### config.mk
export PLATFORM = sky130hd
export DESIGN_NAME = seq_alu
export DESIGN_NICKNAME = d
export VERILOG_FILES = /design/src/rtl/seq_alu.sv
export SDC_FILE = /design/constraint.sdc
export NUM_CORES = 2
export LEC_CHECK = 0
export CAP_MARGIN = 5
export CORE_MARGIN = 8
export CORE_UTILIZATION = 37
export CTS_CLUSTER_DIAMETER = 50
export CTS_CLUSTER_SIZE = 10
export DETAILED_ROUTE_END_ITERATION = 8
export PLACE_DENSITY = 0.57
export SLEW_MARGIN = 5
export SYNTH_ARGS = -nofsm -noshare
export SYNTH_HDL_FRONTEND = slang
export SYNTH_SLANG_ARGS = --single-unit
### constraint.sdc
create_clock -name clk -period 46.6 [get_ports clk]
set_input_delay 6.99 -clock clk [delete_from_list [all_inputs] [get_ports clk]]
set_output_delay 6.99 -clock clk [all_outputs]
set_load 0.03 [all_outputs]
### src/rtl/seq_alu.sv
`timescale 1ns/1ps
// seq_alu: signed WIDTH-bit add / subtract / multiply with a 2*WIDTH-bit result.
// Add, subtract and clear take one EXEC cycle. Multiply is iterative shift-add
// on operand magnitudes, retiring MUL_STEP multiplier bits per RUN cycle, with
// the sign applied in FIX.
// Optional feature macro: SEQ_ALU_OVF_EN. When defined, ovf is registered with C.
// When undefined, ovf is tied to 0.
//
// Handshake: a transfer happens on a rising edge where valid && ready are both
// high. Upstream holds A/B/opCode stable with in_valid until accepted.
// out_valid with C stays asserted and unchanged until out_ready is seen high.
// in_ready never depends on in_valid.
module seq_alu #(
    parameter int WIDTH    = 64,
    parameter int MUL_STEP = 1
) (
    input  logic                 clk,
    input  logic                 reset,
    input  logic                 in_valid,
    output logic                 in_ready,
    input  logic [WIDTH-1:0]     A,
    input  logic [WIDTH-1:0]     B,
    input  logic [1:0]           opCode,
    output logic                 out_valid,
    input  logic                 out_ready,
    output logic [2*WIDTH-1:0]   C,
    output logic                 ovf
);

    localparam int ITER = WIDTH / MUL_STEP;
    localparam int CW   = (ITER > 1) ? $clog2(ITER) : 1;

    localparam logic [1:0] OP_CLR = 2'd0;
    localparam logic [1:0] OP_ADD = 2'd1;
    localparam logic [1:0] OP_MUL = 2'd2;
    localparam logic [1:0] OP_SUB = 2'd3;

    typedef enum logic [2:0] {
        IDLE = 3'd0,
        EXEC = 3'd1,
        RUN  = 3'd2,
        FIX  = 3'd3,
        DONE = 3'd4
    } state_t;

    state_t                state;
    state_t                state_next;

    logic [WIDTH-1:0]      a_r;
    logic [WIDTH-1:0]      b_r;
    logic [1:0]            op_r;
    logic [2*WIDTH-1:0]    mcand;
    logic [WIDTH-1:0]      mplier;
    logic [2*WIDTH-1:0]    acc;
    logic                  sign_r;
    logic [CW-1:0]         cnt;
    logic [2*WIDTH-1:0]    c_r;

    logic                  accept;
    logic [WIDTH:0]        add_sum;
    logic [WIDTH:0]        sub_diff;
    logic [WIDTH-1:0]      mag_a;
    logic [WIDTH-1:0]      mag_b;
    logic [2*WIDTH-1:0]    pp;
    logic [2*WIDTH-1:0]    fix_val;

    assign in_ready  = !reset && ((state == IDLE) || (state == DONE && out_ready));
    assign accept    = in_valid && in_ready;
    assign out_valid = (state == DONE);
    assign C         = c_r;

    // Exact (WIDTH+1)-bit sum/difference of the captured signed operands.
    assign add_sum  = {a_r[WIDTH-1], a_r} + {b_r[WIDTH-1], b_r};
    assign sub_diff = {a_r[WIDTH-1], a_r} - {b_r[WIDTH-1], b_r};

    // Magnitudes: the most negative value negates to itself, which read as
    // unsigned is exactly 2^(WIDTH-1).
    assign mag_a = a_r[WIDTH-1] ? -a_r : a_r;
    assign mag_b = b_r[WIDTH-1] ? -b_r : b_r;

    assign fix_val = sign_r ? -acc : acc;

    // Sum of partial products for the low MUL_STEP multiplier bits this cycle.
    always_comb begin
        pp = '0;
        for (int j = 0; j < MUL_STEP; j++) begin
            if (mplier[j]) begin
                pp = pp + (mcand << j);
            end
        end
    end

    // State register.
    always_ff @(posedge clk or posedge reset) begin
        if (reset) begin
            state <= IDLE;
        end else begin
            state <= state_next;
        end
    end

    // Next-state logic.
    always_comb begin
        state_next = state;
        case (state)
            IDLE: begin
                if (accept) state_next = EXEC;
            end
            EXEC: begin
                state_next = (op_r == OP_MUL) ? RUN : DONE;
            end
            RUN: begin
                if (cnt == '0) state_next = FIX;
            end
            FIX: begin
                state_next = DONE;
            end
            DONE: begin
                if (out_ready) state_next = accept ? EXEC : IDLE;
            end
            default: state_next = IDLE;
        endcase
    end

    // Operand capture, multiply datapath and result register.
    always_ff @(posedge clk or posedge reset) begin
        if (reset) begin
            a_r    <= '0;
            b_r    <= '0;
            op_r   <= '0;
            mcand  <= '0;
            mplier <= '0;
            acc    <= '0;
            sign_r <= 1'b0;
            cnt    <= '0;
            c_r    <= '0;
        end else begin
            if (accept) begin
                a_r  <= A;
                b_r  <= B;
                op_r <= opCode;
            end
            case (state)
                EXEC: begin
                    case (op_r)
                        OP_CLR: c_r <= '0;
                        OP_ADD: c_r <= {{(WIDTH-1){add_sum[WIDTH]}}, add_sum};
                        OP_SUB: c_r <= {{(WIDTH-1){sub_diff[WIDTH]}}, sub_diff};
                        default: begin
                            mcand  <= {{WIDTH{1'b0}}, mag_a};
                            mplier <= mag_b;
                            acc    <= '0;
                            sign_r <= a_r[WIDTH-1] ^ b_r[WIDTH-1];
                            cnt    <= CW'(ITER - 1);
                        end
                    endcase
                end
                RUN: begin
                    acc    <= acc + pp;
                    mcand  <= mcand << MUL_STEP;
                    mplier <= mplier >> MUL_STEP;
                    if (cnt != '0) cnt <= cnt - 1'b1;
                end
                FIX: begin
                    c_r <= fix_val;
                end
                default: ;
            endcase
        end
    end

`ifdef SEQ_ALU_OVF_EN
    logic ovf_r;
    logic mul_ovf;

    // Product overflows when the upper bits are not a pure sign extension.
    assign mul_ovf = !((&fix_val[2*WIDTH-1:WIDTH-1]) || !(|fix_val[2*WIDTH-1:WIDTH-1]));
    assign ovf     = ovf_r;

    // Overflow flag, written on the same edge as C.
    always_ff @(posedge clk or posedge reset) begin
        if (reset) begin
            ovf_r <= 1'b0;
        end else begin
            case (state)
                EXEC: begin
                    case (op_r)
                        OP_CLR: ovf_r <= 1'b0;
                        OP_ADD: ovf_r <= add_sum[WIDTH] ^ add_sum[WIDTH-1];
                        OP_SUB: ovf_r <= sub_diff[WIDTH] ^ sub_diff[WIDTH-1];
                        default: ;
                    endcase
                end
                FIX:     ovf_r <= mul_ovf;
                default: ;
            endcase
        end
    end
`else
    assign ovf = 1'b0;
`endif

endmodule

# Yosys cells after proc, flatten, opt, wreduce, memory -nomap -nowiden
# Index checks and enable logic that the tools add are counted.
dict set report totals {
  register_bits 588
  input_bits 134
  output_inout_bits 131
  elab_cells 70
}
dict set report op_classes {
  n_addsub 7
  eq_ne 13
  mux 21
  bitwise_logic 2
  reduce_logical 17
}
# operator n
set op_table {}
lappend op_table {{$pmux 128 s2} 3}
lappend op_table {{$mux 128} 4}
lappend op_table {{$pmux 128 s3} 1}
lappend op_table {{$mux 64} 3}
lappend op_table {{$add 128x128->128} 1}
lappend op_table {{$neg 128->128} 1}
lappend op_table {{$neg 64->64} 2}
lappend op_table {{$pmux 64 s2} 1}
lappend op_table {{$add 64x64->65} 1}
lappend op_table {{$sub 64x64->65} 1}
lappend op_table {{$pmux 3 s5} 1}
lappend op_table {{$mux 3} 4}
lappend op_table {{$mux 6} 2}
lappend op_table {{$pmux 6 s2} 1}
lappend op_table {{$ne 2x2->1 const B} 4}
lappend op_table {{$eq 3x2->1 const B} 2}
lappend op_table {{$logic_not 6->1} 1}
lappend op_table {{$reduce_and 2->1} 3}
lappend op_table {{$reduce_and 3->1} 2}
lappend op_table {{$reduce_bool 6->1} 1}
lappend op_table {{$sub 6x1->6 const B} 1}
lappend op_table {{$eq 2x2->1 const B} 2}
lappend op_table {{$ne 4x1->1 const B} 1}
lappend op_table {{$reduce_bool 2->1} 2}
lappend op_table {{13 further kinds} 15}

# Logic depth before layout (Yosys ltp)
dict set report logic_depth {
  depth_word 8
  ltp_mapped 27
  ltp_nobuf 23
}

# Worst setup path after synthesis
# No wires, ideal clock.
dict set report synth_path {
  kind {input -> output}
  start {in reset}
  end {out in_ready}
  arrival_time_ns 8.006
  path_slack_ns 31.604
  stages 1
  n_path_buf 0
  path_cell_list {nor4_1}
}
dict set report synth_via {
  elab_chain_len 2
}
# element line
set synth_rtl {}
lappend synth_rtl {{from (decl)} 18} ;# input logic reset,
lappend synth_rtl {{$logic_not 1->1 (no line)} n/a}
lappend synth_rtl {{$logic_and 1x1->1} 67} ;# assign in_ready = !reset && ((state == IDLE) || (state == DONE && out_ready));
lappend synth_rtl {{to (decl)} 20} ;# output logic in_ready,
# No other way between the ends.

# Worst setup path in the final report
# Ends and elaborated chain as after synthesis.

==> impl_metrics.env <==
export IMPL_synth_common_cells="dfrtp_1, nand2_1, o21ai_0"
export IMPL_synth_compound_area_share_pct=23.3
export IMPL_fin_setup_tns_ns=0
export IMPL_worstPathRequired_ns=39.61
export IMPL_grt_overflow_total=0
export IMPL_drive_gt1_share_pct=8.09
export IMPL_period_share_pct=34.2
export IMPL_clkTransAtPathRegs_ns=0.06
export IMPL_startpoint="reset"
export IMPL_timing_final_max_slew_violations=0
export IMPL_syn_nets=5149
export IMPL_dieWidth_um=350
export IMPL_synth_simple_area_share_pct=17.4
export IMPL_port_buffers=263
export IMPL_synth_top_area_share_pct=35.6
export IMPL_nets=5238
export IMPL_vias_per_cell=5.67
export IMPL_route_met3_wl_mm=10.2
export IMPL_cp_common_cell="clkdlybuf4s50_1"
export IMPL_r2r_start="b_r[0]"
export IMPL_drc=0
export IMPL_max_freq_mhz=62.7
export IMPL_gp_congestion=0.920
export IMPL_p_leak_uw=0.0207
export IMPL_ctsHoldBuffers=0
export IMPL_synthesis_area_sq_um=41400
export IMPL_synth_top_family_by_area="compound AO/OA/AOI/OAI gates"
export IMPL_synth_seq_cells=588
export IMPL_critical_path_class="in2out"
export IMPL_firstDrtPassIters=5
export IMPL_fp_dieH_um=350
export IMPL_finalNonFillerCells=6460
export IMPL_dieArea_sq_um=123000
export IMPL_cts_sinks=588
export IMPL_synth_area_per_cell_sq_um=8.59
export IMPL_critPathMaxStageDelay_ns=0.81
export IMPL_grt_max_degree=168
export IMPL_hold_path_class="reg2reg"
export IMPL_finalSetupViolations=0
export IMPL_ant_nets=0
export IMPL_vias=36700
export IMPL_crit_arrival_ns=8.95
export IMPL_status="complete, no violations"
export IMPL_wl_met1_mm=68.3
export IMPL_skew_ns=0.0284
export IMPL_cp_end_kind="primary output"
export IMPL_antenna_found_initial=3
export IMPL_yosysMostFrequentCell="dfrtp_1"
export IMPL_ys_warn_count=0
export IMPL_route_met2_wl_mm=58.9
export IMPL_root_buffer="clkbuf_16"
export IMPL_worst_hold_startpoint="mplier[5]"
export IMPL_cap_violations=0
export IMPL_synthMuxAreaShare_pct=3.71
export IMPL_synth_area_leaders="dfrtp_1, o21ai_0, xor2_1"
export IMPL_htreeDepth=3
export IMPL_cp_top_family="buffers and inverters"
export IMPL_fillers=11100
export IMPL_ys_types=100
export IMPL_synth_enable_flop_cells=0
export IMPL_clock_latency_ns=0.69
export IMPL_ys_async_sr_fraction_pct=100
export IMPL_grt_use_total_pct=22.3
export IMPL_start_util_pct=37.3
export IMPL_cts_resized=0
export IMPL_slowest_stage="clkdlybuf4s50_1"
export IMPL_rsz0062_at_grt="no"
export IMPL_powerDensity_nw_per_um2=79.2
export IMPL_finalHoldViolations=0
export IMPL_start_kind="input pin"
export IMPL_fp_row_count=122
export IMPL_pin_count=265
export IMPL_synthXorXnorAreaFrac_pct=10.4
export IMPL_synthFlopType="dfrtp_1"
export IMPL_core_sq_um=111000
export IMPL_crit_path_max_fanout=2
export IMPL_top_layer="met4"
export IMPL_timing_final_crit_period_ns=15.94
export IMPL_slew_headroom_pct=27.5
export IMPL_vdd_drop_max_mv=0.0384
export IMPL_drt_total_wl_mm=141
export IMPL_synth_seq_area_share_pct=35.6
export IMPL_clk_path_buf_depth=3
export IMPL_synthAdderAreaFrac_pct=6.05
export IMPL_cts_tree="built"
export IMPL_worst_pin_slew_ns=1.06
export IMPL_synth_top_cell_by_area="dfrtp_1"
export IMPL_critical_path_cell_chain="clkdlybuf4s50_1 > nor4_1 > clkdlybuf4s50_1"
export IMPL_grt_first_pass_wirelength_mm=216
export IMPL_area_growth_pct=16.3
export IMPL_numCtsBuffers=92
export IMPL_first_iter_violations=3383
export IMPL_grt_pass1_vias=35300
export IMPL_cts_setup_buffers=0
export IMPL_synthCells=4816
export IMPL_path_buf_inv=2
export IMPL_dp_cells=6299
export IMPL_dp_final_hpwl_mm=105
export IMPL_wl_per_cell_um=21.8
-- per-layer routing --
metal	vias up	GRT usage, %
met5	-	0
met4	0	5.30
met3	177	4.52
met2	1105	32.6
met1	17800	33.4
li1	17500	-
-- area by class of cell --
cell class,instances,area (sq um),area share [%]
Clock buffer,114,2460,5.12
Sequential cell,588,14700,30.6
Antenna cell,1,2.50,0.00520
Multi-Input combinational cell,3857,25200,52.5
Inverter,69,267,0.554
Clock inverter,46,642,1.33
Timing Repair Buffer,297,2900,6.03
Tap cell,1488,1860,3.87
-- report_power, final --
group          switching, uW  internal [uW]
registers                233            679
clock network            274            425
logic                   1380            819
total                   1890           1920
-- cell families after synthesis --
logic type	count (synthesis)
compound gates	1542
xor+xnor	492
fa+ha+maj	199
buf+inv	371
flops	588
mux	136
other cells	1
simple gates	1487
-- worst register-to-register path: cells and delay by family, from the launching register on --
kind	cells	cell delay (ns)
compound gates	8	2.60
xor+xnor	1	0.50
fa+ha+maj	1	0.41
buf+inv	1	0.39
flops	1	0.51
mux	1	0.20
simple gates	8	3.05
-- final timing paths --
check,end,slack (ns),cells after the start
setup / recovery,in_ready,30.66,3
hold / removal,mplier[4],0.47,2
setup reg to reg,C[103],38.86,20
hold reg to reg,mplier[4],0.47,2
max in group asynchronous,acc[33],36.68,5
min in group asynchronous,a_r[61],6.89,2
-- placed cells by master (no fill, tap or decap), drive strengths merged, types with 36 or more instances in the layout --
master	instances
inv	81
nor2	265
xor2	286
or3	56
clkdlybuf4s50	263
nand2	588
o41ai	39
and2	144
a22oi	167
nand3	99
nand2b	40
ha	197
nor3	71
nand4	65
o21ai	565
o21bai	36
xnor2	206
mux2	130
a21o	114
dfrtp	588
o31ai	85
clkbuf	114
a21oi	306
-- through the flow --
stage	total power [uW]	setup slack (ns)	area (sq um)	utilization, %	hold WS (ns)
after floorplan	2320	23.16	41400	-	0.440
final	3810	30.66	48100	43.4	0.470
after detailed placement	3070	30.65	45000	40.6	0.460
after global routing	4050	30.61	48100	43.4	0.486
after CTS	3780	30.63	48100	43.4	0.468
after global placement	3050	30.74	45000	40.6	0.462
-- registers in the layout, summed over array words and instances, names as in the netlist --
register / cells
cnt: 6
mplier: 64
C: 128
acc: 128
op_r: 2
a_r: 64
mcand: 128
sign_r: 1
state: 3
b_r: 64
(Power assumes the default switching activity.)
